==> src/rtl/cpu_types_pkg.sv <==
// ============================================================================
// Module      : cpu_types_pkg
// Description : Shared MIPS pipeline types plus the pipeline controller state
//               encoding and a register-match helper.
// Revision    : 1.0 - initial release
// ============================================================================
`default_nettype none

package cpu_types_pkg;

  typedef logic [4:0]  regbits_t;
  typedef logic [31:0] word_t;

  typedef enum logic [1:0] {
    RUN     = 2'd0,
    HALTING = 2'd1,
    HALTED  = 2'd2
  } pctl_state_t;

  // A source operand depends on a producer only if it is really read and the
  // producer targets a register other than $0.
  function automatic logic src_match(input logic used, input regbits_t src,
                                     input regbits_t dst);
    return used && (dst != '0) && (src == dst);
  endfunction

endpackage

`default_nettype wire

==> src/rtl/pipeline_controller_hazard_detect.sv <==
// ============================================================================
// Module      : hazard_detect
// Description : Combinational RAW comparator between the instruction in ID and
//               older producers. Macro FORWARDING_EN limits it to load-use.
// Revision    : 1.0 - initial release
// ============================================================================
`default_nettype none

module hazard_detect
  import cpu_types_pkg::*;
(
  input  logic     useRs_ID,
  input  logic     useRt_ID,
  input  regbits_t rs_ID,
  input  regbits_t rt_ID,
  input  logic     RegWr_EX,
  input  logic     memtoReg_EX,
  input  regbits_t wsel_EX,
  input  logic     RegWr_MEM,
  input  regbits_t wsel_MEM,
  output logic     raw_stall
);

  logic w_ex_match;
  logic w_mem_match;

  assign w_ex_match  = src_match(useRs_ID, rs_ID, wsel_EX)  | src_match(useRt_ID, rt_ID, wsel_EX);
  assign w_mem_match = src_match(useRs_ID, rs_ID, wsel_MEM) | src_match(useRt_ID, rt_ID, wsel_MEM);

`ifdef FORWARDING_EN
  // Forwarding covers ALU results; only a load in EX is still too late.
  logic w_unused_mem;
  assign w_unused_mem = RegWr_MEM & w_mem_match;
  assign raw_stall    = RegWr_EX & memtoReg_EX & w_ex_match;
`else
  // Without forwarding, wait until the producer has reached WB.
  logic w_unused_ld;
  assign w_unused_ld = memtoReg_EX;
  assign raw_stall   = (RegWr_EX & w_ex_match) | (RegWr_MEM & w_mem_match);
`endif

endmodule

`default_nettype wire

==> src/rtl/pipeline_controller.sv <==
// ============================================================================
// Module      : pipeline_controller
// Description : Hazard/sequencing controller for the 5-stage MIPS pipeline.
//               Optional macro FORWARDING_EN (see hazard_detect).
// Revision    : 1.0 - initial release
// ============================================================================
`default_nettype none

module pipeline_controller
  import cpu_types_pkg::*;
#(
  parameter int CNT_W = 32
) (
  input  logic             CLK,
  input  logic             nRST,
  input  logic             ihit,
  input  logic             dhit,
  input  logic             dREN_MEM,
  input  logic             dWEN_MEM,
  input  regbits_t         rs_ID,
  input  regbits_t         rt_ID,
  input  logic             useRs_ID,
  input  logic             useRt_ID,
  input  logic             RegWr_EX,
  input  logic             memtoReg_EX,
  input  regbits_t         wsel_EX,
  input  logic             RegWr_MEM,
  input  regbits_t         wsel_MEM,
  input  logic             brTaken_EX,
  input  logic             jump_ID,
  input  logic             halt_EX,
  input  logic             halt_WB,
  output logic             pcEn,
  output logic             enIFID,
  output logic             enIDEX,
  output logic             enEXMEM,
  output logic             enMEMWB,
  output logic             flIFID,
  output logic             flIDEX,
  output logic             flEXMEM,
  output logic             halt,
  output logic [CNT_W-1:0] stallCnt
);

  pctl_state_t      r_state;
  pctl_state_t      w_next_state;
  logic [CNT_W-1:0] r_stall_cnt;
  logic             w_raw_stall;
  logic             w_dmem_wait;

  assign w_dmem_wait = (dREN_MEM | dWEN_MEM) & ~dhit;

  hazard_detect u_hazard_detect (
    .useRs_ID    (useRs_ID),
    .useRt_ID    (useRt_ID),
    .rs_ID       (rs_ID),
    .rt_ID       (rt_ID),
    .RegWr_EX    (RegWr_EX),
    .memtoReg_EX (memtoReg_EX),
    .wsel_EX     (wsel_EX),
    .RegWr_MEM   (RegWr_MEM),
    .wsel_MEM    (wsel_MEM),
    .raw_stall   (w_raw_stall)
  );

  always_ff @(posedge CLK or negedge nRST) begin
    if (!nRST) begin
      r_state <= RUN;
    end else begin
      r_state <= w_next_state;
    end
  end

  // Flush dominates enable, so enables stay high on flushed latches.
  always_comb begin
    w_next_state = r_state;
    pcEn         = 1'b1;
    enIFID       = 1'b1;
    enIDEX       = 1'b1;
    enEXMEM      = 1'b1;
    enMEMWB      = 1'b1;
    flIFID       = 1'b0;
    flIDEX       = 1'b0;
    flEXMEM      = 1'b0;
    halt         = 1'b0;
    case (r_state)
      RUN: begin
        if (halt_EX) begin
          w_next_state = HALTING;
        end
        if (w_dmem_wait) begin
          pcEn    = 1'b0;
          enIFID  = 1'b0;
          enIDEX  = 1'b0;
          enEXMEM = 1'b0;
          enMEMWB = 1'b0;
        end else if (brTaken_EX) begin
          flIFID = 1'b1;
          flIDEX = 1'b1;
        end else if (w_raw_stall) begin
          pcEn   = 1'b0;
          enIFID = 1'b0;
          flIDEX = 1'b1;
        end else if (!ihit) begin
          pcEn   = 1'b0;
          flIFID = 1'b1;
        end else if (jump_ID) begin
          flIFID = 1'b1;
        end
      end
      HALTING: begin
        if (halt_WB) begin
          w_next_state = HALTED;
        end
        pcEn   = 1'b0;
        flIFID = 1'b1;
        flIDEX = 1'b1;
        if (w_dmem_wait) begin
          enIFID  = 1'b0;
          enIDEX  = 1'b0;
          enEXMEM = 1'b0;
          enMEMWB = 1'b0;
        end
      end
      HALTED: begin
        halt    = 1'b1;
        pcEn    = 1'b0;
        enIFID  = 1'b0;
        enIDEX  = 1'b0;
        enEXMEM = 1'b0;
        enMEMWB = 1'b0;
      end
      default: begin
        w_next_state = RUN;
      end
    endcase
  end

  always_ff @(posedge CLK or negedge nRST) begin
    if (!nRST) begin
      r_stall_cnt <= '0;
    end else if ((r_state == RUN) && !pcEn && (r_stall_cnt != '1)) begin
      r_stall_cnt <= r_stall_cnt + CNT_W'(1);
    end
  end

  assign stallCnt = r_stall_cnt;

endmodule

`default_nettype wire

==> config.mk <==
export PLATFORM = sky130hd
export DESIGN_NAME = pipeline_controller
export DESIGN_NICKNAME = d
export VERILOG_FILES = /design/src/rtl/cpu_types_pkg.sv /design/src/rtl/pipeline_controller_hazard_detect.sv /design/src/rtl/pipeline_controller.sv
export SDC_FILE = /design/constraint.sdc
export NUM_CORES = 1
export LEC_CHECK = 0
export ABC_CLOCK_PERIOD_IN_PS = 2000
export CORE_UTILIZATION = 40
export DETAILED_ROUTE_END_ITERATION = 12
export GPL_TIMING_DRIVEN = 0
export PLACE_DENSITY = 0.88
export SLEW_MARGIN = 0
export SYNTH_ARGS = -nofsm -noshare
export SYNTH_HDL_FRONTEND = slang
export SYNTH_SLANG_ARGS = --single-unit
==> constraint.sdc <==
create_clock -name CLK -period 2 [get_ports CLK]
set_clock_uncertainty 0.15 [all_clocks]
set_input_delay 0.2 -clock CLK [delete_from_list [all_inputs] [get_ports CLK]]
set_output_delay 0.2 -clock CLK [all_outputs]
set_load 0.02 [all_outputs]
==> flow_metrics.tcl, run 1 <==
set metrics [dict create \
    power.total_uw 3460 \
    reg2reg_from "stallCnt[15]$_DFFE_PN0P_" \
    clkTransAtPathRegs_ps 80 \
    htreeDepth 2 \
    dr_wl_met3_um 437 \
    tightest_slew_ps 780 \
    relSlewSlack_pct 48.0 \
    syn-mean-instance-area_um2 10.0 \
    critPathMaxFanout 5 \
    layout.nets 371 \
    cts_buffers 5 \
    synth_cell_types 37 \
    synth-seq-area-share_pct 41.0 \
    synthCells 207 \
    async_flop_share_pct 100 \
    fin_tns_setup_ps -5370 \
    period_needed_ps 2230 \
    timing.final.crit_share_pct 111 \
    cts-root-buf "clkbuf_8" \
    numPortBuffers 73 \
    placed_cells 347 \
    drc_errors 0 \
    grt_pass1_vias 2194 \
    place.gp.congestion 0.862 \
    antenna_found_initial 0 \
    syn_nets 247 \
    syn_to_final_growth_pct 81.2 \
    vias 2132 \
    die_height_um 74.0 \
    ir_drop_mv 0.697 \
    syn_area_um2 2070 \
    ant_nets 0 \
    crit_buf_inv 2 \
    grt_usage_pct 26.4 \
    clk_latency_ps 300 \
    clockBufferDepth 2 \
    core_area_um2 4850 \
    max_stage_delay_ps 440 \
    fin_hold_ws_ps 356 \
    first_iter_violations 77 \
    synth_edf_count 0 \
    grt_max_degree 35 \
    status "finished with violations" \
    wl_met2_um 3740 \
    topRoutingLayerUsed "met4" \
    cts_tree "built" \
    power_leakage_uw 0.00169 \
    finalSetupViolations 36 \
    place_hpwl_um 3930 \
    io_pins 76 \
    fin_cells 399 \
    ys_warn_count 0 \
    critPathLaunchType "flop" \
    final_cell_mix "clkdlybuf4s50_1, buf_4, xnor2_1, dfrtp_1, xor2_1" \
    dr.pass1.iters 4 \
    wl_met1_um 2880 \
    cts_sinks 34 \
    drv_slew 0 \
    cp-end-kind "flop" \
    start_util_pct 42.8 \
    wl_um 7230 \
    hold_path_class "in -> async" \
    routedWlPerCell_um 18.1 \
    drive_gt1_share_pct 50.6 \
    drv_cap 0 \
    cp_cell_sequence "and4_4 > and3_4 > nand4_1 > o41a_1 > buf_4 > o21ai_4 > buf_12 > nor2_2 > xor2_1" \
    num_rows 25 \
    arrival_ps 2260 \
    violations "setup timing" \
    grt_pass1_wl_um 10600 \
    crit_required_ps 2030 \
    viasPerCell 5.34 \
    n_antenna_cell 0 \
    cp_top_family "simple AND/OR/NAND/NOR gates" \
    synth-seq-cells 34 \
    slowest_stage "o41a_1" \
    die-width_um 74.0 \
    die-area_um2 5480 \
    finalHoldViolCount 0 \
    n_fill_cell 279 \
    final_common_cell "clkdlybuf4s50_1" \
    fin_ws_ps -228 \
    worstSetupStartpoint "stallCnt[15]$_DFFE_PN0P_" \
    p_per_area_nw_per_um2 921 \
    synth_ff_type "dfrtp_1" \
    path_class "reg -> reg" \
    fmax_ghz 0.449 \
    final_util_pct 77.5 \
    gr-total-overflow 0 \
    rsz0062_at_grt "true" \
]
-- report_power, final --
group          total (uW)  switching (uW)  internal (uW)
Clock                 550             272            278
Sequential            881            97.9            783
Combinational        2030            1010           1020
-- timing repair --
action / 4_1_cts / 5_1_grt
endpoints found under the setup margin: 39 / 36
pin swaps: 57 / 25
hold buffers: 1 / 0
resized for setup: 171 / 43
cloned: 2 / 0
buffers inserted: 31 / 10
endpoints found under the hold margin: 34 / 0
-- kinds of logic after synthesis --
kind of cell	share of synthesized area [%]
AND/OR/NAND/NOR	21.7
XOR/XNOR	21.5
flip-flops	41.0
AO/OA/AOI/OAI	8.44
buffers and inverters	4.16
adder cells (fa/ha/maj)	3.02
other	0.181
-- cell usage after synthesis (2+ instances only) --
| cell | n | area, um^2 |
|---|---|---|
| inv_1 | 8 | 30.0 |
| o21ai_0 | 4 | 20.0 |
| nand3_2 | 4 | 40.0 |
| dfrtp_1 | 34 | 851 |
| and2_1 | 2 | 12.5 |
| or4_1 | 2 | 15.0 |
| xor2_1 | 22 | 193 |
| nand3_1 | 13 | 65.1 |
| and3_1 | 8 | 50.1 |
| nand2_1 | 13 | 48.8 |
| nor3_1 | 2 | 10.0 |
| nor2_1 | 12 | 45.0 |
| buf_4 | 3 | 22.5 |
| xnor2_1 | 29 | 254 |
| a21oi_1 | 8 | 40.0 |
| nor4_1 | 4 | 25.0 |
| buf_6 | 3 | 33.8 |
| a32oi_1 | 2 | 17.5 |
| nand4_1 | 12 | 75.1 |
| ha_1 | 5 | 62.6 |
-- path summary, 6_finish.rpt --
kind / end / slack, ps / depth (start not counted)
setup / recovery: stallCnt[3]$_DFFE_PN0P_ / -230 / 9
hold / removal: stallCnt[23]$_DFFE_PN0P_ / 360 / 2
setup reg to reg: stallCnt[3]$_DFFE_PN0P_ / -230 / 9
hold reg to reg: stallCnt[26]$_DFFE_PN0P_ / 360 / 1
max in group asynchronous: stallCnt[17]$_DFFE_PN0P_ / 790 / 2
min in group CLK: stallCnt[26]$_DFFE_PN0P_ / 360 / 1
-- through the flow --
stage	setup WS [ps]	area (um^2)
floorplan	-146	2100
detailed placement	-998	2910
finish	-228	3760
global route	-287	3760
CTS	-106	3510
global placement	-985	2920
-- flip-flops by register name, summed over array words and instances (netlist names) --
signal	cells
stallCnt	32
r_state	2
-- per-layer routing --
metal | up-vias | track usage, %
li1 | 964 | -
met1 | 1053 | 31.3
met2 | 96 | 46.5
met3 | 19 | 5.69
met4 | 0 | 10.5
met5 | - | 0
-- area by class of cell --
cell class / instances / area, um^2 / area share [%]
Sequential cell: 34 / 870 / 23.1
Buffer: 6 / 63.8 / 1.70
Clock buffer: 7 / 86.3 / 2.30
Multi-Input combinational cell: 159 / 1540 / 40.9
Timing Repair Buffer: 117 / 1080 / 28.8
Inverter: 8 / 32.5 / 0.865
Clock inverter: 1 / 5.00 / 0.133
Tap cell: 67 / 83.8 / 2.23
(Power assumes the default switching activity.)
==> run 2: changes to the inputs <==
--- a/config.mk
+++ b/config.mk
@@ -9,2 +9,3 @@
 export CORE_UTILIZATION = 40
+export CTS_CLUSTER_DIAMETER = 120
 export DETAILED_ROUTE_END_ITERATION = 12
--- a/constraint.sdc
+++ b/constraint.sdc
@@ -4,2 +4,2 @@
 set_output_delay 0.2 -clock CLK [all_outputs]
-set_load 0.02 [all_outputs]
+set_load 0.01 [all_outputs]
==> run 2 against run 1 <==
The flow still finishes with violations (setup timing). Die area is the same. Critical endpoint is now stallCnt[22]$_DFFE_PN0P_. Routed wire length shrank 0.32%. Hold slack gained 9.5 ps. First-iteration DRC count grew 39%. Combinational power shrank 9%. Clock-buffer cell count is the same. Via count shrank 1.0%. Non-clock buffer count shrank 3. Highest routed layer unchanged. Design area shrank 2.5%. Sequential cell count is the same. Critical path type unchanged. Power shrank 7.1%.
==> flow_metrics.tcl, run 2 (synthesized netlist as in run 1, its figures left out) <==
set metrics [dict create \
    largest_reg_flops 32 \
    drc_errors 0 \
    tightest_slew_ps 780 \
    routedWlPerCell_um 18.2 \
    critPathMaxFanout 8 \
    max_stage_delay_ps 390 \
    grt_pass1_wl_um 9620 \
    rsz0062_at_grt "true" \
    ir_drop_mv 0.616 \
    hold_path_class "in -> async" \
    num_rows 25 \
    cp-end-kind "flop" \
    fin_tns_setup_ps -6670 \
    clk_latency_ps 290 \
    cts-root-buf "clkbuf_8" \
    cp_top_family "simple AND/OR/NAND/NOR gates" \
    timing.final.crit_share_pct 113 \
    design_area_um2 3670 \
    cts_tree "built" \
    power_leakage_uw 0.00167 \
    ant_nets 0 \
    p_per_area_nw_per_um2 878 \
    final_cell_mix "clkdlybuf4s50_1, buf_4, dfrtp_1, xnor2_1, xor2_1" \
    cts_sinks 34 \
    violations "setup timing" \
    dr.pass1.iters 4 \
    layout.nets 368 \
    cts_buffers 5 \
    core_area_um2 4850 \
    slowest_stage "dfrtp_1" \
    reg2reg_depth 8 \
    grt_util_met2_pct 40.4 \
    vias 2110 \
    fmax_ghz 0.442 \
    place.gp.congestion 0.844 \
    n_antenna_cell 0 \
    relSlewSlack_pct 48.0 \
    final_common_cell "clkdlybuf4s50_1" \
    finalHoldViolCount 0 \
    crit_buf_inv 1 \
    path_class "reg -> reg" \
    n_fill_cell 311 \
    grt_max_degree 35 \
    dpl-instance-area_um2 2890 \
    cp_cell_sequence "and4_4 > and3_4 > nand4_1 > o41a_1 > buf_4 > o21ai_4 > nor2_2 > xor2_1" \
    antenna_found_initial 0 \
    worstReg2RegEnd "stallCnt[22]$_DFFE_PN0P_" \
    io_pins 76 \
    die_height_um 74.0 \
    grt_busiest_layer "met2" \
    period_needed_ps 2260 \
    multi_input_area_um2 1520 \
    syn_to_final_growth_pct 76.7 \
    clockBufferDepth 2 \
    finalSetupViolations 35 \
    critPathLaunchType "flop" \
    start_util_pct 42.8 \
    arrival_ps 2280 \
    clkTransAtPathRegs_ps 70 \
    status "finished with violations" \
    first_iter_violations 107 \
    drv_slew 0 \
    die-width_um 74.0 \
    htreeDepth 2 \
    drv_cap 0 \
    gr-total-overflow 0 \
    place_hpwl_um 3870 \
    numPortBuffers 73 \
    fin_hold_ws_ps 365 \
    grt_usage_pct 23.0 \
    crit_required_ps 2020 \
    die-area_um2 5480 \
    use_met3_pct 5.01 \
    reg2reg_slack_ps -260 \
    final_util_pct 75.6 \
    grt_util_met1_pct 27.5 \
    fin_ws_ps -264 \
    wl_um 7200 \
    seq_area_um2 856 \
    grt_pass1_vias 2070 \
    drive_gt1_share_pct 45.1 \
    viasPerCell 5.34 \
    reg2reg_from "stallCnt[17]$_DFFE_PN0P_" \
]
==> run 2: through the flow <==
step,worst slack [ps],power (uW),instances
after global placement,-899,2000,347
after global routing,-372,3360,395
after detailed placement,-897,2030,347
after CTS,-107,3010,382
final,-264,3220,395
after floorplan,-112,1490,207
==> run 2: report_power, final <==
part / switching [uW] / total (uW) / leakage (uW) / internal (uW)
logic: 891 / 1850 / 0.00117 / 958
registers: 76.4 / 849 / 0.000451 / 772
clock network: 246 / 520 / 0.0000443 / 273
total: 1210 / 3220 / 0.00167 / 2000
==> run 2: per-layer routing <==
layer,vias up,wire [um]
li1,954,-
met1,1049,2870
met2,82,3720
met3,25,337
met4,0,276
met5,-,0
==> run 2: final cells by class <==
cell class | instances | area share (%)
Clock buffer | 7 | 2.35
Sequential cell | 34 | 23.3
Inverter | 8 | 0.819
Multi-Input combinational cell | 159 | 41.4
Tap cell | 67 | 2.29
Buffer | 6 | 1.74
Timing Repair Buffer | 114 | 28.1
==> run 2: worst max path at each step <==
stage                                  start                       end  slack (ps)  cells after the start
floorplan           stallCnt[17]$_DFFE_PN0P_  stallCnt[26]$_DFFE_PN0P_        -110                      8
finish              stallCnt[17]$_DFFE_PN0P_  stallCnt[22]$_DFFE_PN0P_        -260                      8
detailed placement               wsel_MEM[0]                    enIFID        -900                      8
CTS                 stallCnt[26]$_DFFE_PN0P_   stallCnt[6]$_DFFE_PN0P_        -110                      8
global route         stallCnt[9]$_DFFE_PN0P_  stallCnt[31]$_DFFE_PN0P_        -370                      6
global placement                 wsel_MEM[0]                    enIFID        -900                      8
==> run 2: timing repair <==
action / 4_1_cts / 5_1_grt
resized for setup: 133 / 61
hold buffers: 1 / 0
setup endpoints to repair: 39 / 36
pin swaps: 53 / 36
setup buffers: 26 / 13
gates cloned: 2 / 0
hold endpoints to repair: 34 / 0
==> run 3: changes to the inputs <==
Settings changed: ABC_AREA set to 1, CORE_UTILIZATION 40 to 44, PLACE_DENSITY 0.88 to 0.89.
==> run 3 against run 2 <==
The flow now finishes without violations. Design area is 5.8% higher. Via count is 49% higher. Area after synthesis is 33% higher. Routed wire length is 15% higher. Global-route usage is 3.3 points higher. Maximum frequency is 17% higher. Sequential cell count stayed put. Highest routed layer unchanged.
==> flow_metrics.tcl, run 3 <==
set metrics [dict create \
    cp-end-kind "primary output" \
    fin_cells 608 \
    synth_ff_type "dfrtp_1" \
    vias 3140 \
    power_leakage_uw 0.00197 \
    clk_latency_ps 290 \
    viasPerCell 5.16 \
    start_util_pct 46.0 \
    clockBufferDepth 2 \
    numPortBuffers 73 \
    wl_um 8310 \
    synth.most_common_cell "nand2_1" \
    finalHoldViolCount 0 \
    ir_drop_mv 0.582 \
    pwr-share-clk_pct 20.8 \
    io_pins 76 \
    grt_max_degree 35 \
    synth_top_family_by_area "simple AND/OR/NAND/NOR gates" \
    layout.nets 572 \
    relSlewSlack_pct 48.1 \
    p_int_uw 1820 \
    core_area_um2 5990 \
    slowest_stage "clkdlybuf4s50_1" \
    cts-root-buf "clkbuf_8" \
    path_class "reg -> out" \
    final_common_cell "nand2_1" \
    yosys.area.top_type_share_pct 30.9 \
    syn-mean-instance-area_um2 6.28 \
    syn_area_um2 2760 \
    htreeDepth 2 \
    ys_warn_count 0 \
    ant_nets 0 \
    seq_power_share_pct 27.0 \
    yosys.area_share.simple_pct 46.0 \
    cts_tree "built" \
    gr-total-overflow 0 \
    async_flop_share_pct 100 \
    arrival_ps 1590 \
    drv_slew 0 \
    cp_cell_sequence "buf_4 > o21ai_2 > clkdlybuf4s50_1" \
    cts_buffers 5 \
    grt_usage_pct 26.3 \
    placed_cells 587 \
    syn_nets 479 \
    pwr-share-comb_pct 52.3 \
    num_rows 28 \
    die-width_um 81.1 \
    timing.final.crit_share_pct 96.9 \
    syn_to_final_growth_pct 40.8 \
    die_height_um 81.1 \
    crit_required_ps 1650 \
    place.gp.congestion 0.945 \
    synth_cell_types 24 \
    largest_reg_flops 32 \
    first_iter_violations 177 \
    synth.largest_area_cell "dfrtp_1" \
    status "completed" \
    yosys-top-cells-count "nand2_1, nor2_1, inv_1, nand3_1, dfrtp_1" \
    synth_edf_count 0 \
    finalSetupViolations 0 \
    die-area_um2 6580 \
    n_antenna_cell 0 \
    synth_compound_gate_area_share_pct 1.82 \
    fin_hold_ws_ps 382 \
    place_hpwl_um 6410 \
    cts_sinks 34 \
    fmax_ghz 0.516 \
    critPathLaunchType "flop" \
    drc_errors 0 \
    switchingPower_uw 1270 \
    drv_cap 0 \
    synth_xor_xnor_area_share_pct 9.54 \
    period_needed_ps 1940 \
    yosys.area_share.adder_pct 2.27 \
    critPathMaxFanout 5 \
    synthMuxAreaShare_pct 0 \
    grt_pass1_vias 2930 \
    final_util_pct 64.7 \
    p_per_area_nw_per_um2 797 \
    synthCells 439 \
    antenna_found_initial 0 \
    drive_gt1_share_pct 14.4 \
    grt_pass1_wl_um 13300 \
    tightest_slew_ps 779 \
    clkTransAtPathRegs_ps 80 \
    synthTopCellsByArea "dfrtp_1, nand2_1, nand3_1" \
    synth-seq-cells 34 \
    routedWlPerCell_um 13.7 \
    dr.pass1.iters 5 \
    p_sw_share_pct 41.0 \
    max_stage_delay_ps 560 \
    hold_path_class "in -> async" \
    final_cell_mix "nand2_1, clkdlybuf4s50_1, nor2_1, nand3_1, inv_1" \
    synth-seq-area-share_pct 30.9 \
]
-- run 3: changes by cell type after synthesis, sizes merged, moves of 4 or more --
| cell | change |
|---|---|
| inv | +36 |
| o21ai | +4 |
| and3 | -8 |
| nand2 | +166 |
| buf | +6 |
| nor3 | +13 |
| a21oi | -8 |
| nor2 | +39 |
| nand3 | +28 |
| xnor2 | -21 |
| nand4 | -4 |
-- run 3: worst max-delay path: cells and delay by family (launching register included) --
family,cells,cell delay (ps)
flip-flops,1,400
buffers and inverters,2,730
AO/OA/AOI/OAI,1,170
-- run 3: cell families (layout without fill, tap and decap cells) --
family	after synthesis	after routing
xor gates and xnor gates	30	30
adders and majority gates	5	5
and+or+nand+nor	302	302
DFF	34	34
AOI/OAI and AO/OA	10	10
other	1	1
buffers and inverters	57	151
-- run 3: repair_timing --
action | in CTS | in global routing
buffers inserted | 8 | 4
gates cloned | 0 | 1
hold buffers | 1 | 0
pin swaps | 7 | 9
setup endpoints to repair | 39 | 35
resized for setup | 64 | 30
endpoints found under the hold margin | 34 | 0
-- run 3: layer usage --
layer	up-vias	part of all wire (%)	global-route usage (%)
li1	1552	-	-
met1	1439	43	31.8
met2	134	51	47.9
met3	15	4.6	3.15
met4	0	1.8	8.39
met5	-	0	0
-- run 3: power by group through the flow --
| stage | clock network, uW | logic, uW | registers, uW |
|---|---|---|---|
| final | 642 | 1620 | 834 |
| after global placement | 0 | 1340 | 844 |
| after global routing | 671 | 1760 | 837 |
| after floorplan | 0 | 793 | 846 |
| after detailed placement | 0 | 1370 | 852 |
| after CTS | 645 | 1480 | 821 |
-- run 3: path summary, 6_finish.rpt --
kind | start | endpoint | slack, ps | depth (start not counted)
hold / removal | nRST | stallCnt[18]$_DFFE_PN0P_ | 380 | 2
hold reg to reg | stallCnt[31]$_DFFE_PN0P_ | stallCnt[31]$_DFFE_PN0P_ | 390 | 2
setup reg to reg | stallCnt[2]$_DFFE_PN0P_ | stallCnt[29]$_DFFE_PN0P_ | 90 | 8
setup / recovery | r_state[1]$_DFFE_PN0P_ | enEXMEM | 60 | 3
min in group CLK | stallCnt[31]$_DFFE_PN0P_ | stallCnt[31]$_DFFE_PN0P_ | 390 | 2
max in group asynchronous | nRST | stallCnt[0]$_DFFE_PN0P_ | 770 | 2
-- run 3: final cells by class --
| class | instances | area, um^2 |
|---|---|---|
| Multi-Input combinational cell | 348 | 1760 |
| Tap cell | 75 | 93.8 |
| Inverter | 44 | 165 |
| Clock buffer | 7 | 76.3 |
| Sequential cell | 34 | 861 |
| Fill cell | 529 | 2110 |
| Timing Repair Buffer | 87 | 796 |
| Clock inverter | 1 | 30.0 |
| Buffer | 12 | 97.6 |
-- run 3: stage by stage --
| stage | setup WS [ps] | total power, uW | cell area [um^2] | setup TNS, ps |
|---|---|---|---|---|
| after CTS | 4.08 | 2950 | 3780 | 0 |
| after floorplan | 85.8 | 1640 | 2760 | 0 |
| after detailed placement | -813 | 2220 | 3570 | -12000 |
| after global routing | -2.38 | 3270 | 3880 | -2.38 |
| final | 62.1 | 3090 | 3880 | 0 |
| after global placement | -781 | 2180 | 3580 | -12460 |
